==> config.mk <==
export PLATFORM = sky130hd
export DESIGN_NAME = conv_pixel_packer
export DESIGN_NICKNAME = d
export VERILOG_FILES = /design/src/rtl/conv_pixel_packer.sv
export SDC_FILE = /design/constraint.sdc
export NUM_CORES = 1
export LEC_CHECK = 0
export CAP_MARGIN = 5
export CORE_ASPECT_RATIO = 0.6
export CORE_MARGIN = 10
export CORE_UTILIZATION = 45
export CTS_BUF_LIST = sky130_fd_sc_hd__clkbuf_16
export DETAILED_ROUTE_END_ITERATION = 10
export PLACE_DENSITY = 0.72
export SYNTH_ARGS = -nofsm -noshare
export SYNTH_HDL_FRONTEND = slang
export SYNTH_SLANG_ARGS = --single-unit
export TNS_END_PERCENT = 5
==> constraint.sdc <==
create_clock -name clk -period 2.2 [get_ports clk]
set_input_delay 0.33 -clock clk [delete_from_list [all_inputs] [get_ports clk]]
set_output_delay 0.33 -clock clk [all_outputs]
set_load 0.01 [all_outputs]
==> src/rtl/conv_pixel_packer.sv <==
// conv_pixel_packer: clamps convolution results to bytes, packs four per word.
// Optional macro PACKER_ABS_EN: use |pix_data| before clamping.
module conv_pixel_packer #(
  parameter int H_LAST = 511,
  parameter int V_LAST = 479,
  parameter int ADDR_W = 16
) (
  input  logic              clk,
  input  logic              rst_n,
  input  logic              start,
  input  logic              pix_valid,
  input  logic [15:0]       pix_data,
  output logic              pix_ready,
  output logic [ADDR_W-1:0] mem_addr,
  output logic [31:0]       mem_wdata,
  output logic              mem_we,
  input  logic              mem_done,
  output logic              busy,
  output logic              frame_done,
  output logic [8:0]        h_pos,
  output logic [8:0]        v_pos
);

  typedef enum logic [1:0] {
    IDLE,
    COLLECT,
    WRITE,
    DONE
  } state_t;

  state_t          state_q;
  state_t          state_d;
  logic [8:0]      h_d;
  logic [8:0]      v_d;
  logic [2:0][7:0] lane_q;
  logic [2:0][7:0] lane_d;
  logic [ADDR_W-1:0] addr_d;
  logic [31:0]     wdata_d;
  logic [7:0]      pix_byte;
  logic            h_end;
  logic            v_end;

  assign h_end = (h_pos == 9'(H_LAST));
  assign v_end = (v_pos == 9'(V_LAST));

`ifdef PACKER_ABS_EN
  logic [16:0] mag;

  // 17 bits so that -32768 yields +32768 and saturates
  always_comb begin
    mag = pix_data[15] ? (17'd0 - {1'b1, pix_data})
                       : {1'b0, pix_data};
    pix_byte = (|mag[16:8]) ? 8'hFF : mag[7:0];
  end
`else
  always_comb begin
    if (pix_data[15]) begin
      pix_byte = 8'h00;
    end else if (|pix_data[14:8]) begin
      pix_byte = 8'hFF;
    end else begin
      pix_byte = pix_data[7:0];
    end
  end
`endif

  assign pix_ready  = (state_q == COLLECT);
  assign mem_we     = (state_q == WRITE);
  assign busy       = (state_q != IDLE);
  assign frame_done = (state_q == DONE);

  always_comb begin
    state_d = state_q;
    h_d     = h_pos;
    v_d     = v_pos;
    lane_d  = lane_q;
    addr_d  = mem_addr;
    wdata_d = mem_wdata;
    unique case (state_q)
      IDLE: begin
        if (start) begin
          h_d     = '0;
          v_d     = '0;
          lane_d  = '0;
          state_d = COLLECT;
        end
      end
      COLLECT: begin
        if (pix_valid) begin
          unique case (h_pos[1:0])
            2'd0: begin
              lane_d[0] = pix_byte;
              h_d       = h_pos + 9'd1;
            end
            2'd1: begin
              lane_d[1] = pix_byte;
              h_d       = h_pos + 9'd1;
            end
            2'd2: begin
              lane_d[2] = pix_byte;
              h_d       = h_pos + 9'd1;
            end
            default: begin
              // lane 3 goes straight into the word
              addr_d  = ADDR_W'({v_pos, h_pos[8:2]});
              wdata_d = {pix_byte, lane_q[2],
                         lane_q[1], lane_q[0]};
              state_d = WRITE;
            end
          endcase
        end
      end
      WRITE: begin
        if (mem_done) begin
          if (h_end && v_end) begin
            state_d = DONE;
          end else if (h_end) begin
            h_d     = '0;
            v_d     = v_pos + 9'd1;
            state_d = COLLECT;
          end else begin
            h_d     = h_pos + 9'd1;
            state_d = COLLECT;
          end
        end
      end
      DONE: begin
        state_d = IDLE;
      end
      default: begin
        state_d = IDLE;
      end
    endcase
  end

  always_ff @(posedge clk or negedge rst_n) begin
    if (!rst_n) begin
      state_q   <= IDLE;
      h_pos     <= '0;
      v_pos     <= '0;
      lane_q    <= '0;
      mem_addr  <= '0;
      mem_wdata <= '0;
    end else begin
      state_q   <= state_d;
      h_pos     <= h_d;
      v_pos     <= v_d;
      lane_q    <= lane_d;
      mem_addr  <= addr_d;
      mem_wdata <= wdata_d;
    end
  end

endmodule

Word-level counts from Yosys, hierarchy flattened

Index checks and enable logic that the tools add are counted.

Add/subtract/negate cells: 2
Bitwise gates (word level): 1
Order comparisons: 0
Multiplexer cells: 25
Reduce and logical (&&, ||, !) cells: 16
Divide/modulo/power cells: 0
Equal/unequal tests: 17
Multiply operators: 0
Shifts and indexed selects: 0

Operator list:

| cell                | number |
|---|---|
| $mux 9              | 9 |
| $mux 24             | 2 |
| $pmux 24 s2         | 1 |
| $mux 8              | 5 |
| $pmux 9 s3          | 1 |
| $add 9x1->9 const B | 2 |
| $eq 9x9->1 const B  | 2 |
| $pmux 9 s2          | 1 |
| $reduce_and 4->1    | 4 |
| $mux 2              | 5 |
| $ne 2x1->1 const B  | 5 |
| $ne 2x2->1 const B  | 5 |
| $pmux 2 s4          | 1 |
| $reduce_or 7->1     | 1 |
| $eq 2x2->1 const B  | 3 |
| $reduce_and 6->1    | 1 |
| $reduce_bool 2->1   | 3 |
| $reduce_and 5->1    | 1 |
| $eq 2x1->1 const B  | 2 |
| $logic_not 2->1     | 2 |
| $reduce_and 3->1    | 1 |
| $reduce_bool 3->1   | 1 |
| $reduce_or 3->1     | 1 |
| $logic_and 1x1->1   | 1 |
| $not 1->1           | 1 |

Input port bits: 21
Memory bits (writable): 0
Word-level logic and storage cells: 69
Memories kept: 0
Latch bits: 0
Register bits after elaboration: 92
Bits in read-only memories: 0
Output and inout bits: 70

Logic depth before layout (Yosys ltp)

Depth after elaboration: 6
Gate-level depth with buffers: 11
Depth with buffers taken out: 9

Least setup slack after synthesis

OpenSTA, ideal clock, no wires.

Path kind: register -> register
Start: register h_pos[0]
End: register v_pos[7]
Buffers on the path: 2
Slack: -0.240 ns
Setup time: 0.140 ns
Period minus slack after synthesis: 2.440 ns
Cell stages (with the launch flop): 12
Arrival time: 2.301 ns
Data required time: 2.060 ns
Cells stage by stage: dfrtp_1 > ha_1 > and3_1 > and3_1 > and3_1 > ha_1 > a21boi_0 > or2_1 > buf_6 > nand2b_4 > buf_6 > o221ai_1

Longest elaborated chain between the ends: 4
Elaborated cells on any way between the ends: 5
Classes of those cells: eq/ne (3); reduce/logical (2)

Ends and longest elaborated chain:

| what                           | line | text |
|---|---|---|
| start: declaration             | 20   | `output logic [8:0] h_pos,` |
| start signal: assignment       | 139  | `h_pos <= '0;` |
| start signal: assignment       | 146  | `h_pos <= h_d;` |
| $eq 9x9->1 (*)                 | 43   | `assign h_end = (h_pos == 9'(H_LAST));` |
| $logic_and 1x1->1              | 115  | `if (h_end && v_end) begin` |
| $ne 2x2->1 (no line)           | n/a  |  |
| $reduce_and 5->1 (no line) (*) | n/a  |  |
| end signal: assignment         | 147  | `v_pos <= v_d;` |
| end: declaration               | 21   | `output logic [8:0] v_pos` |

Mark *: on every way between the ends. The rest lies on a longest branch, timed or not.
A chain may end at the register's enable or synchronous reset.

Final worst setup path

Start: register h_pos[0]
End: register h_pos[8]

Longest elaborated chain between the ends: 5
Elaborated cells on any way between the ends: 16
Classes of those cells: add/sub (1); eq/ne (5); mux (6); reduce/logical (4)

Ends and longest elaborated chain:

| what                                             | line | text |
|---|---|---|
| $add 9x1->9 / $eq 9x9->1 (equally long branches) | n/a  |  |
| $mux 9                                           | 117  | `end else if (h_end) begin` |
| $mux 9                                           | 115  |  |
| $mux 9                                           | 114  | `if (mem_done) begin` |
| $pmux 9 s3                                       | 79   | `unique case (state_q)` |

Several ways; a longest one is shown, not always the timed one. The select of a mux whose other input is x is not followed.

==> metrics.txt <==
DP Wirelength 7.50 mm; P&R area growth vs syn 36.2%; Diodes inserted 0; end point of the critical path h_pos[8]; WL final 10.3 mm; Initial Utilization 47.0%; critical path capture point type register; min Tclk post-route 2.19 ns; PortBufs 90; Tot Pwr 5.49 mW; Syn Inst Count 321; crit path setup slack, layout 0.0115 ns; leakage 2.49 nW; maximum VDD drop 469 µV; worst skew pair latency 0.34 ns; full die area 0.0134 mm²; # fillers 660; Worst Tran Pin Value 0.477 ns; Reg2Reg Setup Slack 0.01 ns; Yosys reg bits 92; Power Dens Cells 992 mW/mm²; area of the multi-input gates 0.00173 mm²; maximum clock insertion buffer count 2; via count 3027; vias per cell 5.56; WL/cell 19.0 µm; register cell area after layout 0.00230 mm²; Post-Place Worst Slack -0.0188 ns; slew margin rel. 68.1%; Worst R2R Start h_pos[0]; hold_ws 0.485 ns; Syn. warnings 0; Pre-antenna DRT Iters 5; TritonCTS Buffers 9; number of max-cap violations 0; Max Clock Freq 457 MHz; ANT nets after route 0; required time of the critical path 2.46 ns; first-pass GRT wire length 16.9 mm; FP Rows 26; clk slew on worst S/H paths 0.06 ns; outcome finished, final reports clean; routability cong. 0.826; Die H 93.6 µm; Synth Flop Type dfrtp_1; layout cells sized above 1 22.2%; Root Buffer clkbuf_16; initial DRC count 175; vias in the first global route 3101; Syn Area/Cell 12.7 µm²; RSZ-0062 raised after global routing true; Worst R2R End h_pos[8]; Residual DRC 0; Core Area 0.00865 mm²; endpoints failing hold 0; Final nets 460; period utilization 99.5%; Hold Path Class in2async; GR Util All Layers 16.1%; final number of setup-violating endpoints 0; number of I/O pins 91; data arrival time of the worst path 2.45 ns; final core utilization 64.0%; syn nets 353; Die W 143 µm; most common cell after layout, fill and taps aside dfrtp_1; ys async rst share 100%; antenna violations before repair 0; H-tree levels 3; worst setup path start h_pos[0]; EDFF count, synth 0; Worst R2R Path Depth 9; Slew Limit Fails 0; number of distinct library cells after synthesis 43; Post-Syn Area 0.00406 mm²; total negative slack 0 ns; Critical Path Source Type register; Worst Skew 0.00570 ns; Crit Path Class reg2reg; commonest non-fill, non-tap cells in the layout dfrtp_1 (90), clkdlybuf4s50_1 (89), mux2_2 (40), o2bb2ai_1 (30), nand2_1 (24); CTS tree built; largest net degree at the start of global routing 60; post-synthesis sequential area ratio 56.7%; CTS sink cnt 92; GRT Residual Overflow 0; Crit Path Max Fanout 7
==> cell usage after synthesis (3+ instances only) <==
cell	number	area [µm²]
and3_1	8	50.1
o21ai_1	3	15.0
ha_1	11	138
nand2_1	24	90.1
o2bb2ai_1	30	263
nand2b_1	7	43.8
nor3_1	5	25.0
dfrtp_1	92	2300
o211ai_1	11	82.6
buf_2	9	45.0
clkbuf_1	3	11.3
mux2_2	40	450
nor2_1	8	30.0
buf_6	3	33.8
nand3_1	4	20.0
mux2i_1	4	40.0
inv_1	6	22.5
nand3b_1	4	30.0
o21ai_0	16	80.1
a21o_1	4	30.0
a22o_1	3	26.3
==> area by class of cell <==
cell class / instances / share of cell area (%)
inverters: 6 / 0.407
multi-input cells: 208 / 31.2
clock inverters: 6 / 0.588
clock buffers: 9 / 4.07
flip-flops and latches: 92 / 41.6
well taps: 112 / 2.53
repair buffers: 111 / 19.6
==> flip-flops by register name, indices dropped and copies added, names as in the netlist <==
register	flops
v_pos	9
mem_wdata	32
mem_addr	16
h_pos	9
lane_q	24
state_q	2
==> through the flow <==
stage / instance area (µm²) / instances
6_report: 5540 / 544
5_1_grt: 5540 / 544
4_1_cts: 5480 / 541
3_5_place_dp: 5200 / 525
3_3_place_gp: 5200 / 525
2_1_floorplan: 4110 / 321
==> routing by layer <==
metal	vias to the layer above	wire, µm	GRT usage, %
met3	15	744	5.91
met5	-	0	0
met1	1520	5110	22.2
li1	1395	-	-
met4	0	133	4.44
met2	97	4340	23.0
==> worst max-delay path: stages, from the launching register on <==
cell and delay, ns:
dfrtp_2 0.42, ha_4 0.16, and3_4 0.18, and3_4 0.18, and3_4 0.19, ha_4 0.16
and4b_2 0.25, nand3_4 0.17, and2_4 0.19, mux2i_1 0.19
==> power by group <==
part / leakage, nW / internal, mW / total (mW) / switching [mW]
Sequential: 1.27 / 1.95 / 2.17 / 0.223
Combinational: 1.10 / 0.959 / 1.94 / 0.985
Clock: 0.122 / 0.747 / 1.38 / 0.631
Total: 2.49 / 3.65 / 5.49 / 1.84
==> logic make-up after synthesis <==
kind of cell,share of synthesized area [%]
AO/OA/AOI/OAI,14.4
adder cells (fa/ha/maj),3.39
buffers and inverters,2.77
flip-flops,56.7
multiplexers,12.1
AND/OR/NAND/NOR,10.7
==> how the worst min path moves through the flow <==
stage	from	end	slack, ns
after floorplan	rst_n	h_pos[0]	0.03
after global routing	mem_wdata[28]	mem_wdata[28]	0.50
final	rst_n	mem_addr[3]	0.49
after CTS	mem_wdata[28]	mem_wdata[28]	0.48
after detailed placement	rst_n	mem_addr[3]	0.31
after global placement	rst_n	mem_addr[3]	0.31
==> repair_timing <==
| item | 4_1_cts | 5_1_grt |
|---|---|---|
| gates resized for setup | 2 | 9 |
| hold endpoints to repair | 33 | 0 |
| gates cloned | 0 | 0 |
| setup endpoints to repair | 12 | 18 |
| buffers inserted | 0 | 3 |
| hold buffers | 1 | 0 |
| pin swaps | 0 | 5 |
No activity file was read; power rests on OpenSTA's default activity.
==> variant 1 (same flow settings) <==
`ADDR_W`: 16 -> 17.
--- a/src/rtl/conv_pixel_packer.sv
+++ b/src/rtl/conv_pixel_packer.sv
@@ -3,7 +3,7 @@
 module conv_pixel_packer #(
   parameter int H_LAST = 511,
   parameter int V_LAST = 479,
-  parameter int ADDR_W = 16
+  parameter int ADDR_W = 17
 ) (
   input  logic              clk,
   input  logic              rst_n,
Interface: changed (resized mem_addr); port bits go from 91 to 92. No check against the original RTL was run, so the function may have changed too.
==> variant 1 against the original RTL <==
The flow now finishes with violations (negative setup slack); hold slack lost 460 ps; power grew 6.3%; critical path depth rose by 1; combinational power up 8%; synthesized cell count up 1.9%; sequential cell count is the same; core utilization up 0.75 points; count of clock-buffer cells in the layout did not move; sequential share of layout area down 0.64 points; synthesized area up 0.86%; setup slack got worse by 140 ps; clock power increased by 7%; design area rose by 1.6%; wire length up 2.3%; critical endpoint is now h_pos[1].
==> variant 1: results (changes against the original RTL) <==
* Source of the critical timing path: h_pos[0]
- The worst clock skew came to 4.590 ps (-1.106 ps).
- At the later pin of the worst-skew pair, clock insertion delay measures 330 ps.
- The antenna diode instance count was 0 (unchanged).
- Post-DRT Antenna Nets: 0 (unchanged)
- Routed len/inst: 19.07 um (+0.48%)
- Number of warning messages in the yosys log: 0 (unchanged)
* Number of fillers in the final layout: 675 (+2.3%)
* Number of input and output port buffers inserted: 90 (unchanged)
- The net count after synthesis came to 359 (+1.7%).
- Layout cell share with drive strength beyond 1: 23.30% (+1.1 points)
- Post-place setup slack: -156.3 ps (-137.5 ps)
- Setup-failing EPs final: 18 (+18)
* Critical path capture point type: register
- Largest cells by area after synthesis: dfrtp_1 56%, mux2_2 11%, o2bb2ai_1 6.4%
- The transition time at the pin with the least slew margin is 527.6 ps (+50.40 ps).
* Worst setup margin: -130.7 ps (-142.2 ps)
- The count of different cell masters after synthesis came to 49 (+14%).
- The via-per-instance ratio was 5.469 (-1.7%).
* Total global-route track usage: 16.31% (+0.25 points)
- The signal arrival time at the worst endpoint came to 2540 ps (+90 ps).
- The sequential-to-total area share from yosys stat came to 56.17% (-0.48 points).
- The post-synthesis adder-cell area fraction is 3.358% (-0.029 points).
- Max VDD drop: 0.0005611 V (+20%)
- The proportion of synthesized area in mux cells is 11.69% (-0.38 points).
* Placer congestion estimate: 0.8559 (+3.6%)
- The final reports fail on negative setup slack.
- The share of the synthesized area in compound gates (AO/OA/AOI/OAI) was 14.96% (+0.55 points).
- In this run the worst hold path is classified as in2async.
- Parity-gate share of the synthesized area counting xor and xnor cells: 0% (unchanged)
- Pin count of the biggest net entering global routing: 93 (+55%)
- Clock-pin slew reported for the worst setup and hold paths after clock tree synthesis: 60 ps (about the same)
- Proportion of synthesized flip-flops having asynchronous set or reset: 100.0% (unchanged)
- The total half-perimeter wirelength after legalization and detailed placement is 7772 um (+3.6%).
- Status: complete, but fails checks
* CTS Root Cell: clkbuf_16
- Worst-path fanout max: 9 (+2)
- The buffers inserted during post-CTS setup optimization came to 0 (unchanged).
* Initial DRC Count: 144 (-18%)
* Biggest regs: mem_wdata x32, lane_q x24, mem_addr x16
* Final layout net count: 470 (+2.2%)
* Bufs on Longest Clock Path: 2 (unchanged)
- After synthesis, the most frequently instantiated cells are 92 x dfrtp_1, 39 x mux2_2, 30 x o2bb2ai_1.
- The via count of the first global-routing pass came to 3136 (+1.1%).
- Total number of H-tree levels: 3 (unchanged)
* Leakage power total: 2.554 nW (+2.5%)
* TritonCTS buffer count: 9 (unchanged)
- The wire length of the first global-routing pass is 17330 um (+2.6%).
- Number of search-and-repair iterations in the first detailed-routing pass: 4 (-1)
* Initial antenna violation count: 0 (unchanged)
variant 1: cell types whose count changed after synthesis, moves of 3 or more:
cell / delta
and3_1: -4
buf_2: -4
clkbuf_1: +3
o21ai_0: +3
variant 1: cell type report:
class / count / share of cell area [%]
Clock buffer: 9 / 4.006
Clock inverter: 6 / 1.002
Inverter: 7 / 0.4674
Multi-Input combinational cell: 212 / 31.09
Sequential cell: 92 / 41.00
Tap cell: 112 / 2.493
Timing Repair Buffer: 116 / 19.94
variant 1: worst paths after layout:
check	to	slack (ps)	depth (start not counted)
max	h_pos[1]	-130	10
min	mem_wdata[13]	20	2
max reg2reg	h_pos[1]	-130	10
min reg2reg	mem_wdata[28]	490	2
max in group asynchronous	h_pos[1]	1770	2
min in group clk	mem_wdata[28]	490	2
variant 1: per-layer routing:
metal,vias to the layer above,part of all wire [%],GRT usage (%),routed length [um]
li1,1418,-,-,-
met1,1513,47,21.97,4954
met2,88,43,23.39,4516
met3,11,9.4,7.222,993
met4,0,0.96,4.061,101
met5,-,0,0,0
variant 1: stage by stage:
step / cell area (sq um) / std cells / TNS (ps)
global placement: 5311 / 539 / -684.5
floorplan: 4148 / 327 / -1639
detailed placement: 5311 / 539 / -1892
CTS: 5603 / 554 / -1755
global route: 5622 / 554 / -2818
finish: 5622 / 554 / -1162
variant 1: critical path, cell delays in order (launching register included):
cell and delay, ps:
dfrtp_2 380, ha_4 130, and3_4 180, and3_4 180
and3_4 200, ha_4 120, and4b_1 190, or3b_4 390
buf_6 160, and2_4 150, mux2i_1 110
variant 1: cell families after synthesis:
| family | count (synthesis) |
|---|---|
| AOI/OAI and AO/OA | 77 |
| DFF | 92 |
| muxes | 43 |
| buffers and inverters | 23 |
| and+or+nand+nor | 80 |
| adders and majority gates | 11 |
| other | 1 |
variant 1: what timing repair did:
action                                  4_1_cts  5_1_grt
resized for setup                             8        2
endpoints found under the setup margin       20       19
pin swaps                                     4        0
variant 1: power by group:
| part | switching (mW) | total (mW) | internal, mW | leakage, nW |
|---|---|---|---|---|
| Sequential | 0.258 | 2.27 | 2.01 | 1.27 |
| Combinational | 1.05 | 2.10 | 1.05 | 1.16 |
| Clock | 0.609 | 1.47 | 0.862 | 0.130 |
==> variant 2 (same settings) <==
Made on the original files. Take the reset off `mem_addr` and `mem_wdata` and load them in a clocked block of their own.
--- a/src/rtl/conv_pixel_packer.sv
+++ b/src/rtl/conv_pixel_packer.sv
@@ -139,16 +139,17 @@
       h_pos     <= '0;
       v_pos     <= '0;
       lane_q    <= '0;
-      mem_addr  <= '0;
-      mem_wdata <= '0;
     end else begin
       state_q   <= state_d;
       h_pos     <= h_d;
       v_pos     <= v_d;
       lane_q    <= lane_d;
-      mem_addr  <= addr_d;
-      mem_wdata <= wdata_d;
     end
+  end
+
+  always_ff @(posedge clk) begin
+    mem_addr  <= addr_d;
+    mem_wdata <= wdata_d;
   end
 
 endmodule
Behaviour: not the same (Yosys sat finds a counterexample within 10 cycles, from zero or initial values and one cycle with rst_n low; the reset may be asserted at any time).
==> variant 2 against the original RTL <==
The flow now finishes with violations (negative setup slack); sequential cell count unchanged; wire length is 8.2% lower; synthesized area decreased by 7.9%; design area fell by 3.5%; setup slack lost 68 ps; die area down 6.5%; via count shrank 10%; power fell by 8.3%; critical path type unchanged.
==> variant 2: results (changes against the original RTL) <==
* Cell variety after synth: 44 (+2.3%)
* Antenna Cells: 0 (unchanged)
- The proportion of synthesized area in mux cells came to 0.8021% (-11 points).
- Routed via count divided by cell count: 5.388 (-3.2%)
- The critical path is of the reg2reg type.
* Clock insertion delay at the later pin of the skew report: 330 ps
- Fraction of the yosys area taken by sequential cells: 67.91% (+11 points)
- Worst setup margin: -56.76 ps (-68.24 ps)
- R2R cell count: 10 (+1)
- The total global-route track usage came to 15.22% (-0.83 points).
- Largest clock skew in the final design: 3.828 ps (-1.867 ps)
* Initial DRC Count: 195 (+11%)
- Number of input and output port buffers inserted: 90 (unchanged)
- The summed negative setup slack over all endpoints came to -241.9 ps (-241.9 ps).
- The number of inserted filler cells in the final layout is 602 (-8.8%).
- The signal arrival time at the worst endpoint is 2470 ps (+20 ps).
* Proportion of synthesized flip-flops having asynchronous set or reset: 47.83% (-52 points)
* Synth top cells by count: 48 x edfxtp_1, 44 x dfrtp_1, 28 x o2bb2ai_1
- Layout cell share with drive strength beyond 1: 15.44% (-6.8 points)
- The via count of the first global-routing pass was 2739 (-12%).
- The first-pass iteration count of the detailed router came to 5 (unchanged).
* Worst-path fanout max: 5 (-2)
* Number of nets produced by synthesis: 301 (-15%)
- Max VDD drop: 0.0005518 V (+18%)
- The wire length per cell is 18.85 um (-0.68%).
- Count of flip-flops with a built-in enable after synthesis: 48 (+48)
* Final layout net count: 422 (-8.3%)
- Compound-Gate Fraction of Synth Area: 14.81% (+0.40 points)
- Placer congestion estimate: 0.8820 (+6.8%)
- The checks that failed: negative setup slack.
- Parity-gate share of the synthesized area counting xor and xnor cells: 0% (unchanged)
* Status: complete, but fails checks
- Transition time at the pin with the least slew margin: 581.8 ps (+104.6 ps)
- The post-synthesis adder-cell area fraction came to 3.676% (+0.29 points).
* Largest cells by area after synthesis: edfxtp_1 39%, dfrtp_1 29%, o2bb2ai_1 6.6%
- Setup-failing EPs final: 9 (+9)
- Pin count of the biggest net entering global routing: 45 (-25%)
- The total half-perimeter wirelength after legalization and detailed placement came to 6825 um (-9.0%).
- Leakage power total: 2.121 nW (-15%)
- The post-placement cell area was 4946 sq um (-5.0%).
* Wire length of the first global-routing pass: 15070 um (-11%)
- Reg-to-reg critical path endpoint: h_pos[5]
variant 2: what timing repair did:
action | in CTS | in global routing
pin swaps | 3 | 2
buffers inserted | 2 | 2
gates cloned | 1 | 0
hold buffers | 0 | 0
setup endpoints to repair | 19 | 19
resized for setup | 11 | 10
variant 2: stage by stage:
stage	total power, mW	std cells	hold slack, ps	setup slack, ps
2_1_floorplan	3.052	269	34.41	-287.2
3_3_place_gp	3.544	482	432.5	-19.35
3_5_place_dp	3.592	482	431.2	-148.0
4_1_cts	4.981	501	92.70	-28.51
5_1_grt	5.305	503	119.7	-123.1
6_report	5.038	503	70.29	-56.76
variant 2: critical path: stages, from the launching register on:
cell and delay (ps):
dfrtp_1 360, ha_2 200, and3_4 190, and3_4 180, and3_4 200, ha_4 120, and4b_2 260, nand3_4 110
buf_12 160, and2_4 150, a32o_1 210
variant 2: cell type report:
type / instances / area (sq um) / share of cell area (%)
timing repair buffer: 119 / 1167 / 21.85
multi-input combinational: 160 / 1207 / 22.60
clock buffer: 9 / 225.2 / 4.215
tap: 108 / 135.1 / 2.529
inverter: 8 / 30.03 / 0.5621
sequential: 92 / 2542 / 47.59
clock inverter: 7 / 35.03 / 0.6557
variant 2: per-layer routing:
| metal | GRT usage [%] | part of all wire (%) |
|---|---|---|
| met5 | 0 | 0 |
| met3 | 6.833 | 12 |
| met2 | 22.02 | 42 |
| met1 | 20.79 | 45 |
| met4 | 2.509 | 0.33 |
variant 2: power by group:
| group | switching (mW) | internal [mW] |
|---|---|---|
| Sequential | 0.118 | 2.01 |
| Combinational | 0.843 | 0.715 |
| Clock | 0.600 | 0.749 |
variant 2: logic make-up (layout without fill, tap and decap cells):
group	Yosys count	after routing
muxes	3	3
buffers and inverters	17	143
and+or+nand+nor	78	78
DFF	92	92
adders and majority gates	11	11
AOI/OAI and AO/OA	68	68
